**src/rtl/hazard_stall_ctrl_if.sv**
```systemverilog
// Pipeline-side signal bundle for the load-use hazard / stall controller.
// The pipeline drives through the master modport, the controller sits on slave.
interface hazard_stall_ctrl_if #(
  parameter int INST_WIDTH     = 32,
  parameter int REG_ADDR_WIDTH = 5,
  parameter int STALL_CNT_W    = 16
);
  logic [INST_WIDTH-1:0]     id_instruction;
  logic                      id_valid;
  logic [REG_ADDR_WIDTH-1:0] ex_rd_addr;
  logic                      ex_mem_rd;
  logic                      ex_valid;
  logic                      mem_ready;
  logic                      flush;

  logic                      pc_dis;
  logic                      if_id_hold;
  logic                      id_ex_bubble;
  logic                      pipe_freeze;
  logic [STALL_CNT_W-1:0]    stall_cnt;

  modport master (
    output id_instruction, id_valid, ex_rd_addr, ex_mem_rd, ex_valid,
           mem_ready, flush,
    input  pc_dis, if_id_hold, id_ex_bubble, pipe_freeze, stall_cnt
  );

  modport slave (
    input  id_instruction, id_valid, ex_rd_addr, ex_mem_rd, ex_valid,
           mem_ready, flush,
    output pc_dis, if_id_hold, id_ex_bubble, pipe_freeze, stall_cnt
  );
endinterface

```
**src/rtl/hazard_stall_ctrl.sv**
```systemverilog
// Load-use hazard and stall controller for the rrv RV32I five-stage pipeline.
// A per-register scoreboard remembers loads that have left EX but whose data
// is not yet forwardable, so a multi-cycle data memory (LOAD_LAT) yields the
// right number of bubbles. Memory back-pressure freezes the whole pipe and
// takes priority over a branch flush, which in turn overrides a hazard stall.
module hazard_stall_ctrl #(
  parameter int INST_WIDTH     = 32,
  parameter int REG_ADDR_WIDTH = 5,
  parameter int LOAD_LAT       = 1,
  parameter int STALL_CNT_W    = 16
) (
  input logic                clk,
  input logic                rst_n,
  hazard_stall_ctrl_if.slave bus
);

  localparam int NUM_REGS = 2 ** REG_ADDR_WIDTH;
  localparam int SB_W     = (LOAD_LAT < 1) ? 1 : $clog2(LOAD_LAT + 1);
  // A load leaving EX has already been covered for one cycle by the direct
  // EX compare, so the scoreboard only needs to cover the remaining cycles.
  localparam logic [SB_W-1:0] SB_RELOAD = SB_W'(LOAD_LAT - 1);

  localparam logic [6:0] OP_R      = 7'b0110011;
  localparam logic [6:0] OP_STORE  = 7'b0100011;
  localparam logic [6:0] OP_BRANCH = 7'b1100011;
  localparam logic [6:0] OP_IMM    = 7'b0010011;
  localparam logic [6:0] OP_LOAD   = 7'b0000011;
  localparam logic [6:0] OP_JALR   = 7'b1100111;

  typedef logic [REG_ADDR_WIDTH-1:0] reg_addr_t;

  logic [6:0]             opcode;
  reg_addr_t              rs1;
  reg_addr_t              rs2;
  logic                   use_rs1;
  logic                   use_rs2;
  logic                   load_in_ex;
  logic                   rs1_busy;
  logic                   rs2_busy;
  logic                   hazard;
  logic                   stall_take;
  logic [SB_W-1:0]        sb_q [NUM_REGS];
  logic [STALL_CNT_W-1:0] stall_cnt_q;
  logic                   unused_instr_bits;

  assign opcode = bus.id_instruction[6:0];
  assign rs1    = bus.id_instruction[15 +: REG_ADDR_WIDTH];
  assign rs2    = bus.id_instruction[20 +: REG_ADDR_WIDTH];

  // funct/imm/rd fields play no part in source-register decode
  assign unused_instr_bits = ^{bus.id_instruction[INST_WIDTH-1:20+REG_ADDR_WIDTH],
                               bus.id_instruction[14:7]};

  // Which source fields the instruction in ID actually reads.
  always_comb begin
    use_rs1 = 1'b0;
    use_rs2 = 1'b0;
    case (opcode)
      OP_R, OP_STORE, OP_BRANCH: begin
        use_rs1 = 1'b1;
        use_rs2 = 1'b1;
      end
      OP_IMM, OP_LOAD, OP_JALR: use_rs1 = 1'b1;
      default: ;
    endcase
  end

  // Loads to x0 are discarded by the register file, so they never block.
  assign load_in_ex = bus.ex_valid & bus.ex_mem_rd & (bus.ex_rd_addr != '0);

  assign rs1_busy = (rs1 != '0) &&
                    ((load_in_ex && (rs1 == bus.ex_rd_addr)) || (sb_q[rs1] != '0));
  assign rs2_busy = (rs2 != '0) &&
                    ((load_in_ex && (rs2 == bus.ex_rd_addr)) || (sb_q[rs2] != '0));

  assign hazard = bus.id_valid & ((use_rs1 & rs1_busy) | (use_rs2 & rs2_busy));

  // A cycle counts as a load-use stall only when neither freeze nor flush wins.
  assign stall_take = rst_n & bus.mem_ready & ~bus.flush & hazard;

  // Scoreboard: reload on a load leaving EX, otherwise count down; hold on freeze.
  always_ff @(posedge clk or negedge rst_n) begin
    if (!rst_n) begin
      for (int i = 0; i < NUM_REGS; i++) sb_q[i] <= '0;
    end else if (bus.mem_ready) begin
      for (int i = 0; i < NUM_REGS; i++) begin
        if (load_in_ex && (bus.ex_rd_addr == reg_addr_t'(i))) begin
          sb_q[i] <= SB_RELOAD;
        end else if (sb_q[i] != '0) begin
          sb_q[i] <= sb_q[i] - 1'b1;
        end
      end
    end
  end

  // Prioritised control outputs; everything is held low while in reset.
  always_comb begin
    bus.pc_dis       = 1'b0;
    bus.if_id_hold   = 1'b0;
    bus.id_ex_bubble = 1'b0;
    bus.pipe_freeze  = 1'b0;
    if (rst_n) begin
      if (!bus.mem_ready) begin
        bus.pipe_freeze = 1'b1;
        bus.pc_dis      = 1'b1;
        bus.if_id_hold  = 1'b1;
      end else if (bus.flush) begin
        bus.id_ex_bubble = 1'b1;
      end else if (hazard) begin
        bus.pc_dis       = 1'b1;
        bus.if_id_hold   = 1'b1;
        bus.id_ex_bubble = 1'b1;
      end
    end
  end

  // Saturating count of load-use stall cycles.
  always_ff @(posedge clk or negedge rst_n) begin
    if (!rst_n) begin
      stall_cnt_q <= '0;
    end else if (stall_take && (stall_cnt_q != '1)) begin
      stall_cnt_q <= stall_cnt_q + 1'b1;
    end
  end

  assign bus.stall_cnt = stall_cnt_q;

endmodule

```
**src/flat_wrapper.sv**
```systemverilog
// flat-port wrapper written by rule: the top's interface ports become plain ports
module hazard_stall_ctrl_flat 
#(
  parameter int INST_WIDTH     = 32,
  parameter int REG_ADDR_WIDTH = 5,
  parameter int LOAD_LAT       = 1,
  parameter int STALL_CNT_W    = 16
)
  (clk, rst_n, bus_id_instruction, bus_id_valid, bus_ex_rd_addr, bus_ex_mem_rd, bus_ex_valid, bus_mem_ready, bus_flush, bus_pc_dis, bus_if_id_hold, bus_id_ex_bubble, bus_pipe_freeze, bus_stall_cnt);
  hazard_stall_ctrl_if #(.INST_WIDTH(INST_WIDTH), .REG_ADDR_WIDTH(REG_ADDR_WIDTH), .STALL_CNT_W(STALL_CNT_W)) bus_i ();
  input logic clk;
  input logic rst_n;
  input wire logic [$bits(bus_i.id_instruction)-1:0] bus_id_instruction;
  input wire logic [$bits(bus_i.id_valid)-1:0] bus_id_valid;
  input wire logic [$bits(bus_i.ex_rd_addr)-1:0] bus_ex_rd_addr;
  input wire logic [$bits(bus_i.ex_mem_rd)-1:0] bus_ex_mem_rd;
  input wire logic [$bits(bus_i.ex_valid)-1:0] bus_ex_valid;
  input wire logic [$bits(bus_i.mem_ready)-1:0] bus_mem_ready;
  input wire logic [$bits(bus_i.flush)-1:0] bus_flush;
  output wire logic [$bits(bus_i.pc_dis)-1:0] bus_pc_dis;
  output wire logic [$bits(bus_i.if_id_hold)-1:0] bus_if_id_hold;
  output wire logic [$bits(bus_i.id_ex_bubble)-1:0] bus_id_ex_bubble;
  output wire logic [$bits(bus_i.pipe_freeze)-1:0] bus_pipe_freeze;
  output wire logic [$bits(bus_i.stall_cnt)-1:0] bus_stall_cnt;
  assign bus_i.id_instruction = bus_id_instruction;
  assign bus_i.id_valid = bus_id_valid;
  assign bus_i.ex_rd_addr = bus_ex_rd_addr;
  assign bus_i.ex_mem_rd = bus_ex_mem_rd;
  assign bus_i.ex_valid = bus_ex_valid;
  assign bus_i.mem_ready = bus_mem_ready;
  assign bus_i.flush = bus_flush;
  assign bus_pc_dis = bus_i.pc_dis;
  assign bus_if_id_hold = bus_i.if_id_hold;
  assign bus_id_ex_bubble = bus_i.id_ex_bubble;
  assign bus_pipe_freeze = bus_i.pipe_freeze;
  assign bus_stall_cnt = bus_i.stall_cnt;
  hazard_stall_ctrl #(.INST_WIDTH(INST_WIDTH), .REG_ADDR_WIDTH(REG_ADDR_WIDTH), .LOAD_LAT(LOAD_LAT), .STALL_CNT_W(STALL_CNT_W)) u_core (.clk(clk), .rst_n(rst_n), .bus(bus_i));
endmodule
```
**config.mk**
```make
export PLATFORM = sky130hd
export DESIGN_NAME = hazard_stall_ctrl_flat
export DESIGN_NICKNAME = d
export VERILOG_FILES = /design/src/rtl/hazard_stall_ctrl_if.sv /design/src/rtl/hazard_stall_ctrl.sv /design/src/flat_wrapper.sv
export SDC_FILE = /design/constraint.sdc
export NUM_CORES = 1
export LEC_CHECK = 0
export CORE_ASPECT_RATIO = 0.6
export CORE_MARGIN = 8
export CORE_UTILIZATION = 44
export CTS_BUF_LIST = sky130_fd_sc_hd__clkbuf_16
export CTS_CLUSTER_SIZE = 25
export DETAILED_ROUTE_END_ITERATION = 6
export DONT_BUFFER_PORTS = 1
export GPL_TIMING_DRIVEN = 0
export PLACE_DENSITY_LB_ADDON = 0.15
export SYNTH_ARGS = -nofsm -noshare
export SYNTH_HDL_FRONTEND = slang
export SYNTH_SLANG_ARGS = --single-unit
```
**constraint.sdc**
```tcl
create_clock -name clk -period 2.1 [get_ports clk]
set_input_delay 0.105 -clock clk [delete_from_list [all_inputs] [get_ports clk]]
set_output_delay 0.105 -clock clk [all_outputs]
set_load 0.005 [all_outputs]
```
==> results.json <==
{
  "cts_buffer_depth": 2,
  "worst_skew_pair.late_latency_ps": 240,
  "initial_core_util": 0.475,
  "ys_seq_elements": 16,
  "worst_r2r_path_depth": 7,
  "fin_ws_ps": 135,
  "max_freq_mhz": 509,
  "die_w_um": 79.3,
  "gp_congestion": 0.774,
  "setup_tns_ps": 0,
  "viasPerCell": 5.54,
  "synth-async-reset-ratio": 1.00,
  "drive_gt1_frac": 0.183,
  "cp_data_arrival_time_ps": 2080,
  "ys_types": 35,
  "crit_required_ps": 2210,
  "tightest_slew_ps": 710,
  "synth_seq_area_share": 0.378,
  "r2r_slack_ps": 130,
  "whs_path_depth": 1,
  "clock_skew_ps": 3.38,
  "critical-path-slowest-cell": "dfrtp_1",
  "power.density_nw_per_um2": 597,
  "max_cap_violations": 0,
  "finalSetupViolations": 0,
  "startpoint_type": "flip-flop",
  "area_growth_pct": 13.7,
  "max_slew_margin": 0.525,
  "path_class": "reg -> reg",
  "chipHeight_um": 54.0,
  "grt_max_degree": 17,
  "wl_mm": 2.56,
  "largest_reg_flops": 16,
  "endpoint_kind": "flip-flop",
  "place_inst": 138,
  "slew_viol_final": 0,
  "hold_path.class": "in -> out",
  "cp_num_buf_inv": 1,
  "gr-usage-all-layers": 0.128,
  "grt-ovfl-total": 0,
  "seqCellArea_um2": 404,
  "fill_cells": 196,
  "cts.sinks": 16,
  "crit_cells": 7,
  "cts_tree": "done",
  "antenna_cells": 0,
  "syn-num-nets": 153,
  "antenna_found_initial": 0,
  "hold_viol": 0,
  "io_buffers": 0,
  "cp_top_family": "simple AND/OR/NAND/NOR gates",
  "rsz0062_at_grt": "no",
  "multi_input_area_um2": 621,
  "vias": 803,
  "crit_fanout": 10,
  "antenna_left": 0,
  "dieArea_um2": 4280,
  "max_stage_delay_ps": 410,
  "nets": 161,
  "drc_errors": 0,
  "grt_pass1_vias": 819,
  "fin_crit_sh": 0.936,
  "syn_inst": 108,
  "crit_chain": "and4_1 > nand3_1 > or2_2 > o221ai_4 > buf_6 > nor3_1 > xor2_1",
  "whs_ps": 249,
  "synth_ff_type": "dfrtp_1",
  "grt_pass1_wl_mm": 4.28,
  "post_drt_wl_per_cell_um": 17.6,
  "cts_root_buf": "clkbuf_16",
  "pre_cts_slack_ps": 31.9,
  "cts_buffers": 3,
  "avgSynthCellArea_um2": 9.80,
  "fin_crit_ps": 1970,
  "synth_edf_count": 0,
  "stdcell_count": 145,
  "dp_hpwl_mm": 2.02,
  "cts.clk_slew.worst_paths_ps": 50,
  "ir_worst_vdd_mv": 0.353,
  "status": "complete, no violations",
  "fp.coreArea_um2": 2230,
  "top_level_ports": 64,
  "leakagePower_uw": 0.000546,
  "htree_levels": 1,
  "syn_area_um2": 1060,
  "yosys_warnings": 0,
  "rows": 13,
  "first_iter_violations": 23,
  "dr.pass1.iters": 4
}
==> metrics by stage <==
step	instance area [um^2]	power, uW	utilization
final	1200	718	0.540
after global routing	1200	739	0.540
after CTS	1180	726	0.532
after detailed placement	1100	351	0.492
after global placement	1100	350	0.492
after floorplan	1060	344	-
==> cells in the mapped netlist (all sizes together), types with 2 or more instances <==
cell type	instances	share of area
buf	2	0.018
or2	2	0.012
nor3	7	0.047
and3	2	0.012
xnor2	5	0.041
xor2	18	0.15
nand2	8	0.028
nor4	5	0.030
inv	5	0.018
nor2	9	0.032
and4	2	0.017
nand3	5	0.024
dfrtp	16	0.38
nand4	2	0.012
o21ai	2	0.0095
nand4b	2	0.017
==> cell type report <==
cell class / count / area share
sequential: 16 / 0.336
timing repair buffer: 3 / 0.0208
buffer: 2 / 0.0156
inverter: 5 / 0.0156
multi-input combinational: 85 / 0.516
clock inverter: 1 / 0.00312
tap: 30 / 0.0312
clock buffer: 3 / 0.0624
==> cells in the final DEF (no fill, tap or decap), drive strengths merged, types with 2 or more instances in the layout <==
master and instances:
nand3 5, nand2 8, nor4 5, o21ai 2, xor2 18, inv 5
nor3 7, xnor2 5, buf 4, nand4 2, nand4b 2, dfrtp 16
nor2 9, and4 2, or2 2, clkbuf 3, and3 2
==> power by group <==
part / switching (uW) / total, uW / internal [uW] / leakage, uW
clock: 113 / 365 / 252 / 0.0000385
sequential: 0.0944 / 309 / 309 / 0.000204
combinational: 23.7 / 44.1 / 20.4 / 0.000303
==> metal layers <==
metal  vias up  share of wire  wire length, um  track usage
li1        396              -                -            -
met1       360           0.45             1160        0.180
met2        47           0.40             1040        0.180
met3         0           0.14              364       0.0598
met4         0              0                0      0.00915
met5         -              0                0            0
==> final timing paths <==
| path | to | from |
|---|---|---|
| min in group asynchronous | u_core.bus.stall_cnt[9] | rst_n |
| max reg2reg | u_core.bus.stall_cnt[14] | u_core.bus.stall_cnt[6] |
| min reg2reg | u_core.bus.stall_cnt[12] | u_core.bus.stall_cnt[12] |
| max | u_core.bus.stall_cnt[14] | u_core.bus.stall_cnt[6] |
| max in group asynchronous | u_core.bus.stall_cnt[0] | rst_n |
| min | bus_pipe_freeze | bus_mem_ready |
==> worst reg2reg max path: stages (launching register included) <==
cell and delay (ps):
dfrtp_1 410, and4_1 240, nand3_1 160, or2_2 380
o221ai_4 230, buf_6 200, nor3_1 70, xor2_1 150
==> kinds of logic after synthesis <==
family,synth area share
buf+inv,0.0355
compound gates,0.0792
simple gates,0.294
mux,0.0106
xor+xnor,0.190
fa+ha+maj,0.0118
flops,0.378
==> timing repair <==
action / in CTS / in global routing
hold buffers: 1 / 0
endpoints found under the setup margin: 0 / 10
gates resized for setup: 0 / 3
hold endpoints to repair: 16 / 0
buffers inserted: 0 / 2
No activity file was read; power rests on OpenSTA's default activity.
